$ cat src/rtl/serial_subtractor.sv
`default_nettype none
// ============================================================================
// Module   : serial_subtractor
// Brief    : Bit-serial N-bit subtractor (in1 - in2 - bin), LSB first, one
//            full-subtractor cell with a registered borrow, valid/ready I/O.
// Revision : 1.0 - initial release
// ============================================================================
module serial_subtractor #(
    parameter int N = 4
) (
    input  logic         clk,
    input  logic         rst_n,
    input  logic         start_valid,
    output logic         start_ready,
    input  logic [N-1:0] in1,
    input  logic [N-1:0] in2,
    input  logic         bin,
    output logic         out_valid,
    input  logic         out_ready,
    output logic [N-1:0] diff,
    output logic         bout,
    output logic         overflow
);

    localparam int                 c_CNT_W = (N > 2) ? $clog2(N) : 1;
    localparam logic [c_CNT_W-1:0] c_LAST  = c_CNT_W'(N - 1);

    typedef enum logic [1:0] {
        IDLE = 2'd0,
        BUSY = 2'd1,
        DONE = 2'd2
    } state_t;

    state_t               r_state;
    state_t               w_state_nxt;
    logic [N-1:0]         r_a;
    logic [N-1:0]         r_b;
    logic                 r_br;
    logic [c_CNT_W-1:0]   r_cnt;
    logic [N-1:0]         r_sr;
    logic                 r_a_msb;
    logic                 r_b_msb;
    logic [N-1:0]         r_diff;
    logic                 r_bout;
    logic                 r_ovf;

    logic                 w_accept;
    logic                 w_last;
    logic                 w_d;
    logic                 w_br_nxt;
    logic [N-1:0]         w_sr_nxt;

    // The single full-subtractor cell
    assign w_d      = r_a[0] ^ r_b[0] ^ r_br;
    assign w_br_nxt = (~r_a[0] & r_b[0]) | (~(r_a[0] ^ r_b[0]) & r_br);
    assign w_sr_nxt = {w_d, r_sr[N-1:1]};
    assign w_last   = (r_cnt == c_LAST);
    assign w_accept = start_valid && (r_state == IDLE);

    always_ff @(posedge clk or negedge rst_n) begin
        if (!rst_n) begin
            r_state <= IDLE;
        end else begin
            r_state <= w_state_nxt;
        end
    end

    // Handshake outputs decode state only, so they carry no input-to-output path
    always_comb begin
        w_state_nxt = r_state;
        start_ready = 1'b0;
        out_valid   = 1'b0;
        case (r_state)
            IDLE: begin
                start_ready = 1'b1;
                if (start_valid) w_state_nxt = BUSY;
            end
            BUSY: begin
                if (w_last) w_state_nxt = DONE;
            end
            DONE: begin
                out_valid = 1'b1;
                if (out_ready) w_state_nxt = IDLE;
            end
            default: w_state_nxt = IDLE;
        endcase
    end

    always_ff @(posedge clk or negedge rst_n) begin
        if (!rst_n) begin
            r_a     <= '0;
            r_b     <= '0;
            r_br    <= 1'b0;
            r_cnt   <= '0;
            r_sr    <= '0;
            r_a_msb <= 1'b0;
            r_b_msb <= 1'b0;
            r_diff  <= '0;
            r_bout  <= 1'b0;
            r_ovf   <= 1'b0;
        end else if (w_accept) begin
            r_a     <= in1;
            r_b     <= in2;
            r_br    <= bin;
            r_cnt   <= '0;
            r_a_msb <= in1[N-1];
            r_b_msb <= in2[N-1];
        end else if (r_state == BUSY) begin
            r_a   <= r_a >> 1;
            r_b   <= r_b >> 1;
            r_br  <= w_br_nxt;
            r_sr  <= w_sr_nxt;
            r_cnt <= r_cnt + c_CNT_W'(1);
            // Output registers only move on the edge that enters DONE
            if (w_last) begin
                r_diff <= w_sr_nxt;
                r_bout <= w_br_nxt;
                r_ovf  <= (r_a_msb ^ r_b_msb) & (r_a_msb ^ w_d);
            end
        end
    end

    assign diff     = r_diff;
    assign bout     = r_bout;
    assign overflow = r_ovf;

endmodule
`default_nettype wire
$ cat config.mk
export PLATFORM = sky130hd
export DESIGN_NAME = serial_subtractor
export DESIGN_NICKNAME = d
export VERILOG_FILES = /design/src/rtl/serial_subtractor.sv
export SDC_FILE = /design/constraint.sdc
export NUM_CORES = 1
export LEC_CHECK = 0
export ABC_AREA = 1
export CELL_PAD_IN_SITES_DETAIL_PLACEMENT = 2
export CELL_PAD_IN_SITES_GLOBAL_PLACEMENT = 2
export CORE_UTILIZATION = 39
export CTS_CLUSTER_SIZE = 28
export DETAILED_ROUTE_END_ITERATION = 8
export DONT_BUFFER_PORTS = 1
export PLACE_DENSITY_LB_ADDON = 0.1
export SLEW_MARGIN = 20
export SYNTH_ARGS = -nofsm -noshare
export SYNTH_HDL_FRONTEND = slang
export SYNTH_SLANG_ARGS = --single-unit
export TNS_END_PERCENT = 100
$ cat constraint.sdc
create_clock -name clk -period 4 [get_ports clk]
set_clock_uncertainty 0.15 [all_clocks]
set_input_delay 0.8 -clock clk [delete_from_list [all_inputs] [get_ports clk]]
set_output_delay 0.8 -clock clk [all_outputs]
set_load 0.02 [all_outputs]
==> qor.txt, run 1 <==
Ys Warns = 0
Root Buffer = clkbuf_4
Vias/cell = 5.38
Port Buffers = 0
H-tree lvl count = 1
Worst-path cell chain = nor2_2
First-pass GRT wire length = 4200 um
Largest net degree at the start of global routing = 25
Crit path buffers/inverters = 0
TritonCTS clock tree = yes
Slowest-stage cell, CP = nor2_2
Clock Latency Late Sink = 310 ps
Reg2Reg Capture Point = r_b[3]$_DFFE_PN0P_
Worst setup SP type = flop
Filler cells = 299
Crit path capture = start_ready
#FFs+latches synth = 24
Final period utilization = 57.2%
Antenna diodes = 0
Reg power frac = 49.0%
Antenna-violating nets left = 0
RSZ-0062 raised after global routing = no
Final WS setup = 1710 ps
Core Footprint = 0.00252 mm^2
GRT Resource Usage Total = 20.6%
Slowest cell delay on critical path = 540 ps
Final Net Count = 134
Crit path DAT = 1340 ps
R2r setup slk = 2340 ps
Yosys top cell area share = 56.8%
Max transition margin = 44.3%
Peak VDD IR = 0.317 mV
# DRC = 0
Clk slew on worst S/H paths = 130 ps
Most frequent cells in the layout = nand2_1, dfrtp_1, nand3_1
Initial antenna violation count = 0
Clock Power Share = 11.4%
DRT Pass-1 Iters = 4
Die footprint = 0.00292 mm^2
Die height = 54.1 um
Syn avg cell area = 9.11 um^2
Area post-placement = 0.00107 mm^2
Commonest non-fill, non-tap cell in the layout = nand2_1
Routed len/inst = 17.0 um
Fmax achieved = 437 MHz
Postcts setup bufs = 0
Crit path from = r_state[0]$_DFFE_PN0P_
Power Dens Cells = 831 mW/mm^2
Synth area leaders = dfrtp_1, nand2_1, nand3_1
Max Slew Vio Count = 0
Fin cells = 147
Detailed Route WL = 2500 um
Ports = 21
Max-cap check violation count = 0
Syn Std Cell Area = 0.00106 mm^2
Area Overhead vs Synth = 5.56%
Switching pwr = 0.428 mW
Max Root-Sink Buffers = 2
Total Power = 0.928 mW
Cells after Synth = 116
Final min period = 2290 ps
Cell taking the most area after synthesis = dfrtp_1
Global route overflow = 0
Sequential-to-total area share from yosys stat = 56.8%
Distinct cells, synth = 17
R2R cell count = 3
Synth Net Count = 131
Hpwl dp = 1890 um
Worst path required time = 3050 ps
Layout Utilization = 44.2%
Pint = 0.499 mW
HP Class = in2async
Logic pwr share = 39.6%
Cts bufs inserted = 3
Dpl ws = 1670 ps
Fin area = 0.00112 mm^2
CP top delay family = simple AND/OR/NAND/NOR gates
Share of cells above drive strength 1 = 11.1%
Num rows = 18
Initial Util = 41.9%
# clock sinks = 24
Crit end category = primary output
Worst path depth = 1
Gpl congestion = 0.690
Die Wd = 54.1 um
CP Class = reg2out
Reg-to-reg critical path startpoint = r_state[0]$_DFFE_PN0P_
Status = finished clean
Final hold viol count = 0
Vias in the first global route = 848
Via count = 791
Hold slack = 125 ps
Worst-path maximum fanout = 9
Setup_tns = 0 ps
Leak = 0.557 nW
Pin slew with the least headroom to its limit = 830 ps
Sw frac = 46.2%
Placed Instances = 143
Initial DRC Count = 11
Final setup viols = 0
sequential cells by signal (all words and copies together), names as in the netlist:
| register | count |
|---|---|
| diff | 4 |
| r_a | 4 |
| r_b | 4 |
| r_sr | 3 |
| r_cnt | 2 |
| r_state | 2 |
| bout | 1 |
| overflow | 1 |
| r_a_msb | 1 |
| r_b_msb | 1 |
| r_br | 1 |
kinds of logic after synthesis:
logic type,synth area share (%)
simple gates,24.7
fa+ha+maj,3.08
buf+inv,6.63
flops,56.8
compound gates,8.76
metal layers:
metal | global-route usage (%) | part of all wire [%] | vias to the layer above
met4 | 5.13 | 0.68 | 0
met5 | 0 | 0 | -
met2 | 34.4 | 49 | 13
li1 | - | - | 370
met3 | 3.11 | 3.5 | 2
met1 | 27.8 | 47 | 406
what timing repair did:
item,CTS,global route
gates resized for setup,0,0
hold buffers,0,1
endpoints found under the hold margin,0,24
cells in the mapped netlist:
| library cell | number |
|---|---|
| o21ai_2 | 4 |
| buf_6 | 1 |
| nand2_2 | 1 |
| nand2_1 | 37 |
| dfrtp_1 | 24 |
| o31ai_1 | 1 |
| nor2_2 | 1 |
| nand2_4 | 1 |
| fa_1 | 1 |
| nor2_4 | 1 |
| o21ai_0 | 10 |
| nor2_1 | 2 |
| nand3_1 | 16 |
| inv_2 | 1 |
| inv_1 | 12 |
| ha_1 | 1 |
| buf_2 | 2 |
layout make-up:
| cell class | count | area (um^2) | area share (%) |
|---|---|---|---|
| inverters | 13 | 48.8 | 4.37 |
| clock buffers | 3 | 22.5 | 2.02 |
| well taps | 30 | 37.5 | 3.36 |
| multi-input cells | 76 | 387 | 34.6 |
| repair buffers | 1 | 20.0 | 1.79 |
| flip-flops and latches | 24 | 601 | 53.8 |
how the worst min path moves through the flow:
stage                                 endpoint  slack [ps]            startpoint
final                     overflow$_DFFE_PN0P_         130                 rst_n
after global routing      overflow$_DFFE_PN0P_         110                 rst_n
after CTS                 overflow$_DFFE_PN0P_           4                 rst_n
after detailed placement    r_a[2]$_DFFE_PN0P_         330    r_a[2]$_DFFE_PN0P_
after global placement    r_cnt[1]$_DFFE_PN0P_         320  r_cnt[1]$_DFFE_PN0P_
after floorplan            diff[0]$_DFFE_PN0P_         290   r_sr[1]$_DFFE_PN0P_
power by group through the flow:
stage	Sequential, mW	Clock [mW]	Combinational (mW)
final	0.455	0.105	0.368
after global routing	0.472	0.119	0.428
after CTS	0.456	0.109	0.373
after global placement	0.453	0	0.335
after floorplan	0.437	0	0.282
after detailed placement	0.461	0	0.372
Power figures use the tool's default switching activity.
==> run 2: changes to the inputs <==
Settings changed: CORE_UTILIZATION 39 to 32.
Clock period 4 ns to 2 ns, I/O delays scaled along.
==> qor.txt, run 2 (same netlist as run 1, synthesis figures left out) <==
Status = finished clean
Initial Util = 34.1%
DRT Pass-1 Iters = 3
Slowest-stage cell, CP = nor2_2
Die footprint = 0.00354 mm^2
Routed len/inst = 14.7 um
Clock Power Share = 17.8%
Largest net degree at the start of global routing = 25
Clock Latency Late Sink = 330 ps
Detailed Route WL = 2440 um
Fmax achieved = 538 MHz
Num rows = 20
Via count = 804
Ports = 21
Initial DRC Count = 5
Max transition margin = 61.1%
Die height = 59.5 um
HP Class = in2reg
Core Footprint = 0.00310 mm^2
Antenna diodes = 0
Port Buffers = 0
Max Root-Sink Buffers = 2
Final Net Count = 138
Crit path DAT = 1310 ps
# DRC = 0
Most frequent cells in the layout = nand2_1, dfrtp_1, nand3_1
TritonCTS clock tree = yes
Hpwl dp = 1690 um
First-pass GRT wire length = 4210 um
Reg power frac = 44.7%
Initial antenna violation count = 0
RSZ-0062 raised after global routing = no
Slowest cell delay on critical path = 500 ps
Share of cells above drive strength 1 = 13.1%
Hold path depth = 2
Vias/cell = 4.84
Max Slew Vio Count = 0
R2R cell count = 6
Root Buffer = clkbuf_4
Commonest non-fill, non-tap cell in the layout = nand2_1
Pint = 1.16 mW
Peak VDD IR = 0.468 mV
H-tree lvl count = 1
Pin slew with the least headroom to its limit = 582 ps
Setup_tns = 0 ps
Reg2Reg Capture Point = overflow$_DFFE_PN0P_
Worst path required time = 1450 ps
Gpl congestion = 0.677
Final setup viols = 0
Final min period = 1860 ps
Crit end category = primary output
Global route overflow = 0
Max-cap check violation count = 0
Switching pwr = 0.858 mW
Leak = 0.590 nW
Worst setup SP type = flop
Worst-path maximum fanout = 7
Final hold viol count = 0
R2r setup slk = 380 ps
Area Overhead vs Synth = 13.4%
Reg-to-reg critical path startpoint = r_a[0]$_DFFE_PN0P_
Vias in the first global route = 866
Clk slew on worst S/H paths = 140 ps
Hold-fix buffer count after cts = 3
Worst-path cell chain = nor2_2
Power Dens Cells = 1680 mW/mm^2
Logic pwr share = 37.5%
Sw frac = 42.6%
Postcts setup bufs = 0
CP top delay family = simple AND/OR/NAND/NOR gates
# resized after CTS = 0
Antenna-violating nets left = 0
Layout Utilization = 38.6%
# clock sinks = 24
Die Wd = 59.5 um
Filler cells = 370
GRT Resource Usage Total = 16.9%
CP Class = reg2out
Cts bufs inserted = 3
Min-delay src = in1[3]
Final period utilization = 93.0%
Worst hold endpoint = r_a_msb$_DFFE_PN0P_
Crit path buffers/inverters = 0
==> run 2: cell types whose count changed in the layout (fill, tap and decap cells not counted) <==
cell / delta
buf_4: +2
dlygate4sd3_1: +2
bufinv_16: +1
o21ai_0: +1
o21ai_1: -1
==> run 2: final cells by class <==
cell class                 count  area, um^2  area share, %
clock buffer                   3        22.5           1.88
inverter                      13        48.8           4.07
sequential                    24         601           50.1
tap                           44        55.1           4.59
multi-input combinational     76         387           32.3
clock inverter                 1        30.0           2.51
timing repair buffer           5        55.1           4.59
==> run 2: how the worst max path moves through the flow <==
stage	start	to	slack, ps	depth (start not counted)
2_1_floorplan	r_a[0]$_DFFE_PN0P_	overflow$_DFFE_PN0P_	550	6
3_3_place_gp	r_a[0]$_DFFE_PN0P_	overflow$_DFFE_PN0P_	370	6
3_5_place_dp	r_a[0]$_DFFE_PN0P_	overflow$_DFFE_PN0P_	380	6
4_1_cts	r_state[0]$_DFFE_PN0P_	start_ready	120	1
5_1_grt	r_state[0]$_DFFE_PN0P_	start_ready	70	1
6_report	r_state[0]$_DFFE_PN0P_	start_ready	140	1
==> run 2: routing by layer <==
layer  vias to the layer above  wire (um)  global-route usage [%]
li1                        381          -                       -
met1                       407       1140                    21.4
met2                        12       1190                    27.1
met3                         4         66                    3.49
met4                         0         46                    8.16
met5                         -          0                       0
==> run 2: power by group through the flow <==
stage                     logic (mW)  clock network, mW  registers [mW]
final                          0.754              0.359           0.901
after detailed placement       0.759                  0           0.912
after global routing           0.882              0.391           0.928
after floorplan                0.564                  0           0.874
after CTS                      0.785              0.376           0.903
after global placement         0.730                  0           0.899
==> run 2: per-stage QoR <==
step | hold WS [ps] | cell area [um^2] | instances | worst slack [ps] | total power [mW]
2_1_floorplan | -45.6 | 1060 | 116 | 548 | 1.44
3_3_place_gp | -45.0 | 1110 | 159 | 368 | 1.63
3_5_place_dp | -45.0 | 1110 | 159 | 380 | 1.67
4_1_cts | 59.4 | 1200 | 166 | 118 | 2.06
5_1_grt | 69.8 | 1200 | 166 | 67.7 | 2.20
6_report | 69.7 | 1200 | 166 | 141 | 2.01
==> run 3: changes to the inputs <==
Settings changed: CORE_MARGIN from default to 3.
==> qor.txt, run 3 (same netlist as run 1, synthesis figures left out) <==
Die Wd = 63.5 um
CP Class = reg2out
Worst-path cell chain = nor2_2
HP Class = in2reg
Antenna-violating nets left = 0
Gpl congestion = 0.686
R2R cell count = 6
Crit path DAT = 1260 ps
Share of cells above drive strength 1 = 13.1%
Status = finished clean
Peak VDD IR = 0.461 mV
CP top delay family = simple AND/OR/NAND/NOR gates
Max Slew Vio Count = 0
Area Overhead vs Synth = 13.4%
DRT Pass-1 Iters = 4
Placed Instances = 159
Worst setup SP type = flop
Filler cells = 372
Slowest cell delay on critical path = 480 ps
Max-cap check violation count = 0
Area post-placement = 0.00111 mm^2
Initial Util = 34.1%
Final min period = 1810 ps
Largest net degree at the start of global routing = 25
Initial antenna violation count = 0
Met2 Use GR = 23.7%
Pin slew with the least headroom to its limit = 549 ps
GRT busiest layer = met2
Routed len/inst = 15.1 um
Die height = 63.5 um
Crit path from = r_state[0]$_DFFE_PN0P_
Grt met1 use = 17.8%
Power Dens Cells = 1680 mW/mm^2
Crit path buffers/inverters = 0
Reg-to-reg critical path startpoint = r_a[0]$_DFFE_PN0P_
Port Buffers = 0
# clock sinks = 24
Ports = 21
Initial DRC Count = 28
Max transition margin = 63.4%
# DRC = 0
Final Net Count = 138
Via count = 806
Leak = 0.590 nW
H-tree lvl count = 1
Clk slew on worst S/H paths = 150 ps
Final hold viol count = 0
Worst path depth = 1
First-pass GRT wire length = 4350 um
RSZ-0062 raised after global routing = no
Clock Latency Late Sink = 320 ps
Root Buffer = clkbuf_4
GRT Resource Usage Total = 13.9%
Fin area = 0.00120 mm^2
Min-delay src = in1[3]
Worst-path maximum fanout = 7
Hpwl dp = 1810 um
# resized after CTS = 0
Die footprint = 0.00403 mm^2
Crit end category = primary output
Hold slack = 72.4 ps
Global route overflow = 0
Vias/cell = 4.86
Cts bufs inserted = 3
Most frequent cells in the layout = nand2_1, dfrtp_1, nand3_1
Fmax achieved = 553 MHz
Worst path required time = 1450 ps
Fin cells = 166
Antenna diodes = 0
Grt met3 use = 2.50%
Hold path depth = 2
Slowest-stage cell, CP = nor2_2
Final setup viols = 0
Num rows = 20
Max Root-Sink Buffers = 2
Setup_tns = 0 ps
Commonest non-fill, non-tap cell in the layout = nand2_1
Detailed Route WL = 2510 um
Core Footprint = 0.00310 mm^2
TritonCTS clock tree = yes
Final period utilization = 90.5%
Vias in the first global route = 894
run 3: layer usage:
layer / share of wire (%) / up-vias
met5: 0 / -
met4: 0.84 / 0
met3: 1.8 / 2
met2: 50 / 9
met1: 47 / 413
li1: - / 382
run 3: final timing paths:
path / to / slack (ps)
worst max-delay path: start_ready / 190
worst min register to register: r_b[3]$_DFFE_PN0P_ / 350
worst min-delay path: r_a_msb$_DFFE_PN0P_ / 70
max in group asynchronous: r_b[0]$_DFFE_PN0P_ / 1190
min in group asynchronous: bout$_DFFE_PN0P_ / 340
worst max register to register: overflow$_DFFE_PN0P_ / 370
run 3: what timing repair did:
item	in CTS	in global routing
hold buffers	3	0
endpoints found under the hold margin	25	0
setup buffers	0	0
run 3: final cells by class:
| type | count | area (um^2) | area share (%) |
|---|---|---|---|
| Clock buffer | 3 | 22.5 | 1.88 |
| Clock inverter | 1 | 30.0 | 2.51 |
| Inverter | 13 | 48.8 | 4.07 |
| Multi-Input combinational cell | 76 | 387 | 32.3 |
| Sequential cell | 24 | 601 | 50.1 |
| Tap cell | 44 | 55.1 | 4.59 |
| Timing Repair Buffer | 5 | 55.1 | 4.59 |
run 3: worst register-to-register path: stages, from the launching register on:
cell,delay (ps)
dfrtp_1,430
fa_1,610
inv_1,110
nand3_1,100
nand2_1,50
nand2_1,60
nand2_1,50
run 3: where the power goes:
part	total, mW	switching, mW	internal (mW)
clock network	0.356	0.153	0.203
logic	0.764	0.502	0.262
registers	0.898	0.206	0.693
run 3: metrics by stage:
step	power [mW]	util [%]	setup WS, ps
3_5_place_dp	1.68	35.6	372
3_3_place_gp	1.63	35.6	372
5_1_grt	2.22	38.6	71.2
6_report	2.02	38.6	191
2_1_floorplan	1.44	-	548
4_1_cts	2.06	38.6	153
